<file path="config.mk">
export PLATFORM = sky130hd
export DESIGN_NAME = regfile_mp
export DESIGN_NICKNAME = d
export VERILOG_FILES = /design/src/rtl/regfile_mp_pkg.sv /design/src/rtl/regfile_sb.sv /design/src/rtl/regfile_mp.sv
export SDC_FILE = /design/constraint.sdc
export NUM_CORES = 2
export LEC_CHECK = 0
export BUFFER_PORTS_ARGS = -buffer_cell sky130_fd_sc_hd__buf_4
export CORE_AREA = 5 5 538 540
export CTS_BUF_LIST = sky130_fd_sc_hd__clkbuf_4
export CTS_CLUSTER_SIZE = 24
export DETAILED_ROUTE_END_ITERATION = 8
export DIE_AREA = 0 0 543 545
export MAX_ROUTING_LAYER = met4
export PLACE_DENSITY = 0.46
export SKIP_LAST_GASP = 1
export SYNTH_ARGS = -nofsm -noshare
export SYNTH_HDL_FRONTEND = slang
export SYNTH_HIERARCHICAL = 1
export SYNTH_SLANG_ARGS = --single-unit
</file>
<file path="constraint.sdc">
create_clock -name clk -period 4.8 [get_ports clk]
set_input_delay 0.96 -clock clk [delete_from_list [all_inputs] [get_ports clk]]
set_output_delay 0.96 -clock clk [all_outputs]
set_load 0.01 [all_outputs]
</file>
<file path="src/rtl/regfile_mp_pkg.sv">
// Shared defaults and clear-engine state encoding for the multi-port register file.
package regfile_mp_pkg;

  localparam int XLEN_DEF  = 32;
  localparam int NREGS_DEF = 32;
  localparam int AW_DEF    = $clog2(NREGS_DEF);

  typedef enum logic {
    IDLE  = 1'b0,
    CLEAR = 1'b1
  } clr_state_t;

endpackage

</file>
<file path="src/rtl/regfile_sb.sv">
// Busy scoreboard: per-register busy bits with write-clear, issue-set, bulk-clear and flush priority.
module regfile_sb
  import regfile_mp_pkg::*;
#(
  parameter int NREGS    = NREGS_DEF,
  parameter int AW       = $clog2(NREGS),
  parameter int NWR      = 2,
  parameter bit ZERO_REG = 1'b1
) (
  input  logic             clk,
  input  logic             rst_n,
  input  logic [NWR-1:0]   wen,
  input  logic [NWR*AW-1:0] waddr,
  input  logic             iss_valid,
  input  logic [AW-1:0]    iss_rd,
  input  logic             sb_flush,
  input  logic             clr_active,
  input  logic [AW-1:0]    clr_idx,
  output logic [NREGS-1:0] busy
);

  logic [NREGS-1:0] busy_d;

  // Later assignments take priority: write clear < issue set < clear engine < flush.
  always_comb begin
    busy_d = busy;
    for (int p = 0; p < NWR; p++) begin
      if (wen[p]) busy_d[waddr[p*AW +: AW]] = 1'b0;
    end
    if (iss_valid) busy_d[iss_rd] = 1'b1;
    if (clr_active) busy_d[clr_idx] = 1'b0;
    if (sb_flush) busy_d = '0;
    if (ZERO_REG) busy_d[0] = 1'b0;
  end

  always_ff @(posedge clk or negedge rst_n) begin
    if (!rst_n) busy <= '0;
    else        busy <= busy_d;
  end

endmodule

</file>
<file path="src/rtl/regfile_mp.sv">
// Multi-port register file with optional write bypass, busy scoreboard and sequential bulk clear.
module regfile_mp
  import regfile_mp_pkg::*;
#(
  parameter int XLEN     = XLEN_DEF,
  parameter int NREGS    = NREGS_DEF,
  parameter int AW       = $clog2(NREGS),
  parameter int NRD      = 2,
  parameter int NWR      = 2,
  parameter bit BYPASS   = 1'b1,
  parameter bit ZERO_REG = 1'b1
) (
  input  logic              clk,
  input  logic              rst_n,
  input  logic [NWR-1:0]    wen,
  input  logic [NWR*AW-1:0] waddr,
  input  logic [NWR*XLEN-1:0] wdata,
  input  logic [NRD*AW-1:0] raddr,
  output logic [NRD*XLEN-1:0] rdata,
  output logic [NRD-1:0]    rbusy,
  input  logic              iss_valid,
  input  logic [AW-1:0]     iss_rd,
  input  logic              sb_flush,
  input  logic              clr_start,
  output logic              clr_busy
);

  logic [XLEN-1:0]  regs [NREGS];
  logic [NREGS-1:0] busy;
  clr_state_t       state_q, state_d;
  logic [AW-1:0]    cnt_q, cnt_d;
  logic [NWR-1:0]   wen_eff;
  logic             iss_eff;

  assign clr_busy = (state_q == CLEAR);
  // The decoder stalls during a clear, so writes and issues arriving then are discarded.
  assign wen_eff  = clr_busy ? '0 : wen;
  assign iss_eff  = iss_valid && !clr_busy;

  always_comb begin
    state_d = state_q;
    cnt_d   = cnt_q;
    case (state_q)
      IDLE: begin
        if (clr_start) begin
          state_d = CLEAR;
          cnt_d   = '0;
        end
      end
      CLEAR: begin
        cnt_d = cnt_q + AW'(1);
        if (cnt_q == AW'(NREGS - 1)) state_d = IDLE;
      end
      default: state_d = IDLE;
    endcase
  end

  always_ff @(posedge clk or negedge rst_n) begin
    if (!rst_n) begin
      state_q <= IDLE;
      cnt_q   <= '0;
    end else begin
      state_q <= state_d;
      cnt_q   <= cnt_d;
    end
  end

  // Ports are visited in ascending order so the highest enabled port wins a shared address.
  always_ff @(posedge clk or negedge rst_n) begin
    if (!rst_n) begin
      for (int r = 0; r < NREGS; r++) regs[r] <= '0;
    end else begin
      for (int p = 0; p < NWR; p++) begin
        if (wen_eff[p] && !(ZERO_REG && waddr[p*AW +: AW] == '0))
          regs[waddr[p*AW +: AW]] <= wdata[p*XLEN +: XLEN];
      end
      if (clr_busy) regs[cnt_q] <= '0;
    end
  end

  always_comb begin
    rdata = '0;
    rbusy = '0;
    for (int i = 0; i < NRD; i++) begin
      rdata[i*XLEN +: XLEN] = regs[raddr[i*AW +: AW]];
      if (BYPASS) begin
        for (int p = 0; p < NWR; p++) begin
          if (wen_eff[p] && waddr[p*AW +: AW] == raddr[i*AW +: AW])
            rdata[i*XLEN +: XLEN] = wdata[p*XLEN +: XLEN];
        end
      end
      if (ZERO_REG && raddr[i*AW +: AW] == '0) rdata[i*XLEN +: XLEN] = '0;
      rbusy[i] = busy[raddr[i*AW +: AW]];
    end
  end

  regfile_sb #(
    .NREGS   (NREGS),
    .AW      (AW),
    .NWR     (NWR),
    .ZERO_REG(ZERO_REG)
  ) u_sb (
    .clk       (clk),
    .rst_n     (rst_n),
    .wen       (wen_eff),
    .waddr     (waddr),
    .iss_valid (iss_eff),
    .iss_rd    (iss_rd),
    .sb_flush  (sb_flush),
    .clr_active(clr_busy),
    .clr_idx   (cnt_q),
    .busy      (busy)
  );

endmodule
</file>
==> results.env <==
POST-ROUTE-WORST-SETUP-SLACK_NS=0.0302
CRIT_PATH_START_KIND='input port'
ROUTE.VIAS.TOTAL=63000
AVGROUTEDWIREPERCELL_UM=33.3
DIE_H_UM=545
MAX_CAP_VIOLATIONS=0
POST_ROUTE_SETUP_TNS_NS=0
GLOBAL_ROUTE.OVERFLOW_TOTAL=0
AREA.SEQUENTIAL_MM2=0.0266
WORST_MIN_DELAY_PATH_CATEGORY='in2reg'
CRITICAL_PATH.ENDPOINT_TYPE='primary output'
DRIVE_GT1_SHARE_PCT=23.9
SYNTH.FF_LATCH_COUNT=1061
YOSYS.CELL_TYPES.COUNT=65
FIN_UTIL_PCT=28.7
FINAL.HOLD.WORST_SLACK_NS=0.150
SETUP_VIOL=0
INSTANCES_NO_FILL=10700
INITIAL_UTILIZATION_PCT=24.8
POWER.STATIC_LEAKAGE_nW=34.8
FP.DIEAREA_MM2=0.296
CPMAXSTAGEDELAYCELL='mux4_2'
CRITICAL_PATH.MAX_STAGE_DELAY_NS=0.54
POSTROUTEANTENNANETS=0
CTS_CLOCK_PIN_SLEW_FOR_THE_WORST_SETUP_AND_HOLD_PATHS_NS=0.07
HOLDPATHSTAGES=3
GLOBALPLACE.CONGESTION=0.904
FIRST_GLOBAL_VIAS=61600
DP_WORST_SETUP_SLACK_NS=-0.243
DESIGN.PORTCOUNT=163
TRITONCTS_NUM_SINKS=1061
GRT_FIRST_PASS_WIRELENGTH_UM=496000
CRIT_CHAIN='buf_8 -> buf_12 -> buf_12 -> buf_12 -> mux4_2 -> a211oi_2 -> a2111oi_1 -> buf_4 -> a221o_1 -> buf_4'
SYNTH_EDF_COUNT=0
LAYOUT.NETS=6753
ACHIEVABLE-FREQUENCY_GHz=0.210
MOST_FREQUENT_CELLS_IN_THE_LAYOUT='1217 x mux2i_1, 1060 x dfrtp_1, 1047 x a211oi_1, 982 x nor2_1, 480 x buf_4'
LAYOUT.CELL_AREA.NON_FILLER_MM2=0.0814
CORE_AREA_MM2=0.284
DIE_W_UM=543
SYNTH.YOSYS.SEQ_AREA_SHARE_PCT=37.7
DRT-PASS1-ITER-COUNT=6
CTS_TREE='built'
MIN_PERIOD_NS=4.77
SYN-NUM-NETS=6759
WORST_SETUP_SLACK_FOR_REGISTER_TO_REGISTER_PATHS_NS=1.40
GR-USAGE-ALL-LAYERS_PCT=23.8
LAYOUT_COMMONEST_CELL='mux2i_1'
SYNTH_FF_TYPE='dfrtp_1'
TIMING.CRITICAL_PATH.REQUIRED_NS=3.84
WORST_IR_DROP_VDD_mV=0.180
POST_SYNTH_INSTANCE_AREA_MM2=0.0705
SYN-MEAN-INSTANCE-AREA_UM2=10.6
GRT_ANTENNA_BEFORE_REPAIR=57
TIMING_HOLD_VIOLATIONS_FINAL=0
CLOCK_LATENCY_NS=1.24
TOTAL_POWER_PER_UNIT_CELL_AREA_mW_PER_MM2=386
PIN_COUNT_OF_THE_BIGGEST_NET_ENTERING_GLOBAL_ROUTING=127
TRITONCTS.NUM_BUFFERS=317
MIN-DELAY-START='wdata[32]'
YOSYS_WARNINGS=6
DRT-VIAS-PER-INSTANCE=5.91
CRIT_ARRIVAL_NS=3.81
SUM_OF_INTERNAL_SWITCHING_AND_LEAKAGE_POWER_mW=31.4
MAXSLEWHEADROOM_PCT=16.6
POST-DP-HPWL_UM=229000
CTSROOTBUFFERMASTER='clkbuf_4'
DRT_ITER0_MARKERS=7917
ASYNC_RESET_FF_SHARE_PCT=100
WORSTSETUPSTARTPOINT='raddr[5]'
CAPTURE_INSTANCE_OF_THE_WORST_REGISTER_TO_REGISTER_PATH='regs[489]$_DFF_PN0_'
PLACE.PORT_BUFFERS=162
WORST-SLEW-PIN-TRANSITION_NS=1.25
HTREEDEPTH=5
RR_WORST_DEPTH=4
NUMBER_OF_DRC_VIOLATIONS_AFTER_DETAILED_ROUTING=0
STATUS='complete, no violations'
DETAILED_ROUTE_WL_UM=355000
CTS_BUFFER_DEPTH=4
FILLERS=29400
CRIT_FANOUT=25
WORSTHOLDENDPOINT='regs[864]$_DFF_PN0_'
ROW_COUNT=196
RR_STARTPOINT='cnt_q[4]$_DFFE_PN0P_'
CRITICALPATHCATEGORY='in2out'
SYN_TO_FINAL_GROWTH_PCT=15.4
PLACEDINSTANCEAREA_MM2=0.0773
LAYOUT_WORST_PATH_CYCLE_SHARE_PCT=99.4
CELL_TOTAL_AFTER_PLACEMENT=10100
CLOCK-SKEW-FINAL_NS=0.127
CP_COMMON_CELL='buf_12'
SYNTH_CELLS=6658
FINALMAXSLEWVIOLATIONS=0
MULTI_INPUT_AREA_MM2=0.0406
-- cells in the mapped netlist, drive strengths merged, types with 16 or more instances --
master	instances	area, um^2
and2	44	275
o22ai	33	206
nand2	214	803
a221oi	40	350
dfrtp	1061	26600
a21oi	49	245
nor2	1031	3880
mux2i	1217	12200
buf	343	1780
a22o	62	543
o221ai	144	1260
a21o	18	135
clkbuf	562	2140
a211oi	1049	7880
o211ai	30	225
mux2	38	428
mux4	406	9140
a221o	37	370
a2111oi	32	282
nor4	16	106
a22oi	19	143
or3	32	200
-- power by group --
group	internal, mW	switching (mW)	total [mW]
combinational	4.25	5.09	9.34
sequential	11.1	1.95	13.0
clock	4.50	4.53	9.03
total	19.8	11.6	31.4
-- state kept, by name, indices dropped and copies added, names as in the netlist --
register / cells
regs: 1024
u_sb/busy: 31
cnt_q: 5
clr_busy: 1
-- how the worst max path moves through the flow --
stage                end  slack (ns)  cells after the start
2_1_floorplan  rdata[17]        1.06                      7
3_3_place_gp   rdata[58]       -0.26                      9
3_5_place_dp   rdata[58]       -0.24                      9
4_1_cts         rdata[1]       0.002                      8
5_1_grt         rdata[1]       -0.01                      8
6_report       rdata[45]        0.03                     10
-- cell families after synthesis --
logic type | synth area share [%]
buffers and inverters | 5.63
DFF | 37.7
muxes | 30.9
adders and majority gates | 0.0887
xor gates and xnor gates | 0.224
AOI/OAI and AO/OA | 16.8
and+or+nand+nor | 8.70
other | 0.00532
-- per-layer routing --
metal,up-vias,routed length (um),track usage (%)
li1,25600,-,-
met1,32500,144000,30.6
met2,3898,158000,35.7
met3,897,36200,6.18
met4,0,15700,9.59
met5,-,0,-
-- timing repair --
action	CTS	global route
pin swaps	1	0
hold buffers	2	0
resized for setup	20	2
endpoints found under the hold margin	35	0
cloned	1	0
buffers inserted	2	0
endpoints found under the setup margin	42	2
-- cell type report --
| type | count | area share (%) |
|---|---|---|
| Multi-Input combinational cell | 4681 | 49.9 |
| Sequential cell | 1061 | 32.6 |
| Timing Repair Buffer | 580 | 6.84 |
| Tap cell | 3762 | 5.78 |
| Clock buffer | 453 | 4.18 |
| Clock inverter | 63 | 0.443 |
| Antenna cell | 46 | 0.141 |
| Inverter | 11 | 0.0600 |
-- worst max-delay path: cells and delay by family --
kind	cells	cell delay, ns
buffers and inverters	6	1.26
AOI/OAI and AO/OA	3	0.98
muxes	1	0.54
Note: power is estimated with default switching activity, not from simulation.
